File: src/rtl/dmg_irq_ctrl_if.sv
// CPU-side bus of the DMG interrupt controller: register access strobes,
// readback, the dispatch request/acknowledge pair and the HALT wake-up.
// The CPU control unit takes the master side and the controller takes the slave side.
interface dmg_irq_ctrl_if;
  logic [7:0] wdata;
  logic       wr_if;
  logic       wr_ie;
  logic       ime_set;
  logic       ime_clr;
  logic [7:0] if_q;
  logic [7:0] ie_q;
  logic       irq;
  logic [7:0] vec;
  logic       ack;
  logic       halted;
  logic       wake;

  modport master (
    output wdata, wr_if, wr_ie, ime_set, ime_clr, ack, halted,
    input  if_q, ie_q, irq, vec, wake
  );

  modport slave (
    input  wdata, wr_if, wr_ie, ime_set, ime_clr, ack, halted,
    output if_q, ie_q, irq, vec, wake
  );
endinterface

File: src/rtl/dmg_irq_ctrl.sv
// DMG interrupt controller: IF/IE/IME registers, fixed-priority arbitration
// (bit 0 highest), IDLE/REQ dispatch handshake and the HALT wake-up.
// Optional feature macro: DMG_IRQ_EDGE_DETECT_EN.
//   defined   - IF bits are set on a rising edge of src.
//   undefined - IF bits are set on every cycle src is high (level capture).
module dmg_irq_ctrl #(
  parameter int         NSRC     = 5,
  parameter logic [7:0] VEC_BASE = 8'h40
) (
  input  logic             clk,
  input  logic             nreset,
  input  logic [NSRC-1:0]  src,
  dmg_irq_ctrl_if.slave    bus
);

  localparam int GW = $clog2(NSRC);

  typedef enum logic {
    ST_IDLE,
    ST_REQ
  } state_t;

  state_t            state_q, state_d;
  logic [NSRC-1:0]   flag_q, flag_d;
  logic [7:0]        enable_q, enable_d;
  logic              ime_q, ime_d;
  logic [GW-1:0]     gnt_q, gnt_d;
  logic [7:0]        vec_q, vec_d;

  logic [NSRC-1:0]   hw_set;
  logic [NSRC-1:0]   pending;
  logic [GW-1:0]     pick_idx;
  logic              pick_vld;
  logic              accept;

  // HALT status is informational; the CPU leaves HALT on wake alone.
  logic unused_halted;
  assign unused_halted = bus.halted;

`ifdef DMG_IRQ_EDGE_DETECT_EN
  logic [NSRC-1:0]   src_dly_q;

  // Delay the raw request lines one cycle for rising-edge detection.
  always_ff @(posedge clk) begin
    if (!nreset) src_dly_q <= '0;
    else         src_dly_q <= src;
  end

  assign hw_set = src & ~src_dly_q;
`else
  assign hw_set = src;
`endif

  assign pending = flag_q & enable_q[NSRC-1:0];

  // Fixed-priority pick: lowest index among pending enabled sources.
  always_comb begin
    pick_idx = '0;
    pick_vld = 1'b0;
    for (int i = NSRC - 1; i >= 0; i--) begin
      if (pending[i]) begin
        pick_idx = GW'(i);
        pick_vld = 1'b1;
      end
    end
  end

  // Dispatch FSM: grant in IDLE, hold grant in REQ until ack or cancel.
  always_comb begin
    // NOTE: every output of this block gets a default first, so no path can infer a latch.
    state_d = state_q;
    gnt_d   = gnt_q;
    vec_d   = vec_q;
    accept  = 1'b0;
    case (state_q)
      ST_IDLE: begin
        if (ime_q && pick_vld) begin
          state_d = ST_REQ;
          gnt_d   = pick_idx;
          vec_d   = VEC_BASE + 8'(pick_idx) * 8'd8;
        end
      end
      ST_REQ: begin
        // Acceptance takes precedence over a simultaneous cancel condition.
        if (bus.ack) begin
          accept  = 1'b1;
          state_d = ST_IDLE;
        end else if (!ime_q || !pending[gnt_q]) begin
          state_d = ST_IDLE;
        end
      end
      default: state_d = ST_IDLE;
    endcase
  end

  // IF next state per bit: hardware set, then dispatch clear, then CPU write.
  always_comb begin
    flag_d = flag_q;
    for (int i = 0; i < NSRC; i++) begin
      if (hw_set[i])                          flag_d[i] = 1'b1;
      else if (accept && (gnt_q == GW'(i)))   flag_d[i] = 1'b0;
      else if (bus.wr_if)                     flag_d[i] = bus.wdata[i];
    end
  end

  // IE load and IME control: DI beats EI, dispatch acceptance clears IME.
  always_comb begin
    enable_d = bus.wr_ie ? bus.wdata : enable_q;
    ime_d    = ime_q;
    if (bus.ime_clr)      ime_d = 1'b0;
    else if (accept)      ime_d = 1'b0;
    else if (bus.ime_set) ime_d = 1'b1;
  end

  // State registers with synchronous active-low reset.
  always_ff @(posedge clk) begin
    // NOTE: sequential state uses non-blocking assignments so every register samples pre-edge values.
    if (!nreset) begin
      state_q  <= ST_IDLE;
      flag_q   <= '0;
      enable_q <= '0;
      ime_q    <= 1'b0;
      gnt_q    <= '0;
      vec_q    <= 8'h00;
    end else begin
      state_q  <= state_d;
      flag_q   <= flag_d;
      enable_q <= enable_d;
      ime_q    <= ime_d;
      gnt_q    <= gnt_d;
      vec_q    <= vec_d;
    end
  end

  assign bus.if_q = {{(8 - NSRC){1'b1}}, flag_q};
  assign bus.ie_q = enable_q;
  assign bus.irq  = (state_q == ST_REQ);
  assign bus.vec  = vec_q;
  assign bus.wake = |pending;

endmodule

File: src/flat_wrapper.sv
// flat-port wrapper written by rule: the top's interface ports become plain ports
module dmg_irq_ctrl_flat 
#(
  parameter int         NSRC     = 5,
  parameter logic [7:0] VEC_BASE = 8'h40
)
  (clk, nreset, src, bus_wdata, bus_wr_if, bus_wr_ie, bus_ime_set, bus_ime_clr, bus_ack, bus_halted, bus_if_q, bus_ie_q, bus_irq, bus_vec, bus_wake);
  dmg_irq_ctrl_if bus_i ();
  input  logic clk;
  input  logic nreset;
  input  logic [NSRC-1:0] src;
  input wire logic [$bits(bus_i.wdata)-1:0] bus_wdata;
  input wire logic [$bits(bus_i.wr_if)-1:0] bus_wr_if;
  input wire logic [$bits(bus_i.wr_ie)-1:0] bus_wr_ie;
  input wire logic [$bits(bus_i.ime_set)-1:0] bus_ime_set;
  input wire logic [$bits(bus_i.ime_clr)-1:0] bus_ime_clr;
  input wire logic [$bits(bus_i.ack)-1:0] bus_ack;
  input wire logic [$bits(bus_i.halted)-1:0] bus_halted;
  output wire logic [$bits(bus_i.if_q)-1:0] bus_if_q;
  output wire logic [$bits(bus_i.ie_q)-1:0] bus_ie_q;
  output wire logic [$bits(bus_i.irq)-1:0] bus_irq;
  output wire logic [$bits(bus_i.vec)-1:0] bus_vec;
  output wire logic [$bits(bus_i.wake)-1:0] bus_wake;
  assign bus_i.wdata = bus_wdata;
  assign bus_i.wr_if = bus_wr_if;
  assign bus_i.wr_ie = bus_wr_ie;
  assign bus_i.ime_set = bus_ime_set;
  assign bus_i.ime_clr = bus_ime_clr;
  assign bus_i.ack = bus_ack;
  assign bus_i.halted = bus_halted;
  assign bus_if_q = bus_i.if_q;
  assign bus_ie_q = bus_i.ie_q;
  assign bus_irq = bus_i.irq;
  assign bus_vec = bus_i.vec;
  assign bus_wake = bus_i.wake;
  dmg_irq_ctrl #(.NSRC(NSRC), .VEC_BASE(VEC_BASE)) u_core (.clk(clk), .nreset(nreset), .src(src), .bus(bus_i));
endmodule
File: config.mk
export PLATFORM = sky130hd
export DESIGN_NAME = dmg_irq_ctrl_flat
export DESIGN_NICKNAME = d
export VERILOG_FILES = /design/src/rtl/dmg_irq_ctrl_if.sv /design/src/rtl/dmg_irq_ctrl.sv /design/src/flat_wrapper.sv
export SDC_FILE = /design/constraint.sdc
export NUM_CORES = 1
export LEC_CHECK = 0
export CORE_MARGIN = 10
export CORE_UTILIZATION = 42
export DETAILED_ROUTE_END_ITERATION = 10
export PLACE_DENSITY_LB_ADDON = 0.3
export SLEW_MARGIN = 20
export SYNTH_ARGS = -nofsm -noshare
export SYNTH_HDL_FRONTEND = slang
export SYNTH_SLANG_ARGS = --single-unit
File: constraint.sdc
create_clock -name clk -period 2.4 [get_ports clk]
set_clock_uncertainty 0.2 [all_clocks]
set_input_delay 0.48 -clock clk [delete_from_list [all_inputs] [get_ports clk]]
set_output_delay 0.48 -clock clk [all_outputs]
set_load 0.1 [all_outputs]
==> impl_metrics.csv <==
group,metric,value,unit
detailed_routing,drt_iter0_markers,22,
finish,num_antenna_cells,0,
floorplan,die_w,67.30,um
critical_path,cp-end-kind,"output port",
yosys,yosysWarnings,0,
grt,first_global_vias,821,
clock_network,insertion_delay,0.29,ns
critical_path,cp.arrival,1.42,ns
grt,grt_pass1_wl,3829,um
timing,grt_setup_unrepaired,"no",
critical_path,cp.depth,3,
timing,setup_tns,0,ns
floorplan,dieArea,0.004529,mm^2
grt,grtUsageTotal,0.1075,
clock_network,cts_resized,0,
finish,drive_gt1_frac,0.2336,
detailed_routing,wirelength,2433,um
yosys,synthArstFlopShare,0,
critical_path,path_delay_family,"compound AO/OA/AOI/OAI gates",
yosys,synth_area_leaders,"dfxtp_1, mux2i_1, buf_4, nor2b_1, o21a_1",
yosys,synthCells,102,
detailed_routing,drt.antenna.violating_nets,0,
critical_path,crit_fanout,5,
critical_path,slowest_stage,"a22oi_1",
detailed_routing,num_vias,831,
power,total_power,803.7,uW
yosys,synth_enable_flop_cells,0,
timing,whs,0.2800,ns
critical_path,worst-path-buf-inv,1,
timing,hold_violations,0,
critical_path,crit_required,1.72,ns
critical_path,start_kind,"flop",
clock_network,ctsHoldBuffers,0,
yosys,synth_top_cell_by_area,"dfxtp_1",
grt,grt_max_degree,21,
critical_path,path_cells,"a22oi_1, nand3_2, buf_4",
floorplan,io_pins,47,
yosys,yosys-top-cells-count,"dfxtp_1, mux2i_1, nor2b_1",
yosys,mappedNetlistArea,939.7,um^2
hold_path,whs_path_depth,1,
timing,slew_headroom,0.6077,
timing,fmax,0.4768,GHz
clock_network,cts_made_buffers,3,
clock_network,ctsHtreeMaxLevel,1,
critical_path,rr_worst_depth,3,
timing,setup_violations,0,
detailed_routing,drc_errors,0,
grt,antenna_found_initial,0,
floorplan,die_y,67.30,um
power,p_per_area,621.9,mW/mm^2
finish,nNetsFinal,159,
timing,fin_crit_sh,0.8739,
detailed_routing,wl_per_cell,14.75,um
run,cap_violations,0,
clock_network,postCtsSetupBuffers,0,
yosys,ys_ff_latch,19,
placement,portBuffers,38,
yosys,synth_top_area_share,0.4048,
floorplan,row_count,17,
timing,slew_violations,0,
power,vdd_drop_max,0.4094,mV
critical_path,slowest_delay,0.42,ns
finish,syn_to_final_growth,37.55,%
detailed_routing,first_pass_iters,4,
grt,grt-ovfl-total,0,
finish,fin_area,0.001292,mm^2
clock_network,path_clk_slew,0.10,ns
critical_path,crit_type,"reg2out",
yosys,ys_types,30,
placement,place.gp.congestion,0.7851,
detailed_routing,vias_per_cell,5.036,
clock_network,root_buffer,"clkbuf_4",
status,outcome,"finished, final reports clean",
yosys,yosysSeqAreaShare,0.4048,
floorplan,start_util,0.4331,
finish,fillerInstances,196,
placement,hpwl,2004,um
yosys,synth_flop_cell,"dfxtp_1",
clock_network,tritoncts,"done",
yosys,syn_area_per_cell,9.212,um^2
floorplan,core,0.002170,mm^2
clock_network,cts_num_sinks,19,
yosys,yosys.cell_count.top_type,"dfxtp_1",
timing,tightestPinTransition,0.5866,ns
timing,min_period,2.097,ns
power,leakage,0.0005366,uW
placement,dpl-instance-area,0.001266,mm^2
clock_network,clk_path_buf_depth,2,
hold_path,timing.hold.worst.class,"reg2reg",
cell usage in the layout (no fill, tap or decap), types with 2 or more instances in the layout:
cell / synthesis / routed
nor4b_1: 2 / 2
a41oi_1: 3 / 3
dfxtp_2: 0 / 6
a22oi_1: 2 / 2
nand3b_1: 2 / 2
nand2_1: 4 / 4
o21ai_0: 2 / 2
nand2b_1: 2 / 2
nand3_1: 3 / 2
mux2i_1: 13 / 13
dfxtp_1: 19 / 13
inv_1: 2 / 2
o21a_1: 6 / 6
clkdlybuf4s50_1: 0 / 19
nor2b_1: 8 / 8
clkbuf_4: 0 / 3
and2_1: 2 / 2
conb_1: 2 / 7
buf_4: 7 / 19
a21oi_1: 5 / 5
nor2_1: 3 / 3
state kept, by name (all words and copies together) (netlist names):
| name | flops |
|---|---|
| u_core.bus.ie_q | 8 |
| u_core.flag_q | 5 |
| u_core.bus.vec | 2 |
| u_core.gnt_q | 2 |
| u_core.bus.irq | 1 |
| u_core.ime_q | 1 |
final timing paths:
path / slack, ns / endpoint / start
setup / recovery: 0.30 / bus_wake / u_core.flag_q[0]
hold / removal: 0.28 / u_core.bus.vec[6] / u_core.bus.vec[6]
hold reg to reg: 0.28 / u_core.bus.vec[6] / u_core.bus.vec[6]
setup reg to reg: 0.75 / u_core.bus.irq / u_core.flag_q[0]
worst register-to-register path, stage by stage, from the launching register on:
cell and delay, ns:
dfxtp_2 0.35, a22oi_1 0.42, a31oi_1 0.24, o31a_1 0.34
layout make-up:
class,instances,area [um^2],area share
clock buffers,4,26.28,0.02033
inverters,3,11.26,0.008712
multi-input cells,73,499.2,0.3863
flip-flops and latches,19,387.9,0.3001
well taps,28,35.03,0.02711
repair buffers,38,332.8,0.2575
report_power, final:
| group | internal (uW) | switching [uW] | leakage (uW) | total (uW) |
|---|---|---|---|---|
| logic | 76.3 | 219 | 0.000363 | 295 |
| registers | 333 | 16.4 | 0.000158 | 350 |
| clock network | 64.7 | 94.3 | 0.0000150 | 159 |
| total | 474 | 329 | 0.000537 | 804 |
layer usage:
| layer | share of wire | GRT usage | routed length (um) | up-vias |
|---|---|---|---|---|
| li1 | - | - | - | 419 |
| met1 | 0.41 | 0.1163 | 997 | 371 |
| met2 | 0.48 | 0.1825 | 1159 | 37 |
| met3 | 0.10 | 0.04793 | 246 | 4 |
| met4 | 0.012 | 0.03846 | 29 | 0 |
| met5 | 0 | 0 | 0 | - |
through the flow:
step / utilization / setup WS (ns) / std cells
2_1_floorplan: - / 0.01237 / 107
3_3_place_gp: 0.5836 / 0.4524 / 161
3_5_place_dp: 0.5836 / 0.4291 / 161
4_1_cts: 0.5957 / 0.2938 / 165
5_1_grt: 0.5957 / 0.2181 / 165
6_report: 0.5957 / 0.3027 / 165
kinds of logic after synthesis:
logic type / after synthesis / share of synthesized area
simple gates: 29 / 0.1811
compound gates: 24 / 0.1784
flops: 19 / 0.4048
buf+inv: 15 / 0.08920
mux: 13 / 0.1385
other cells: 2 / 0.007992
(Power assumes the default switching activity.)
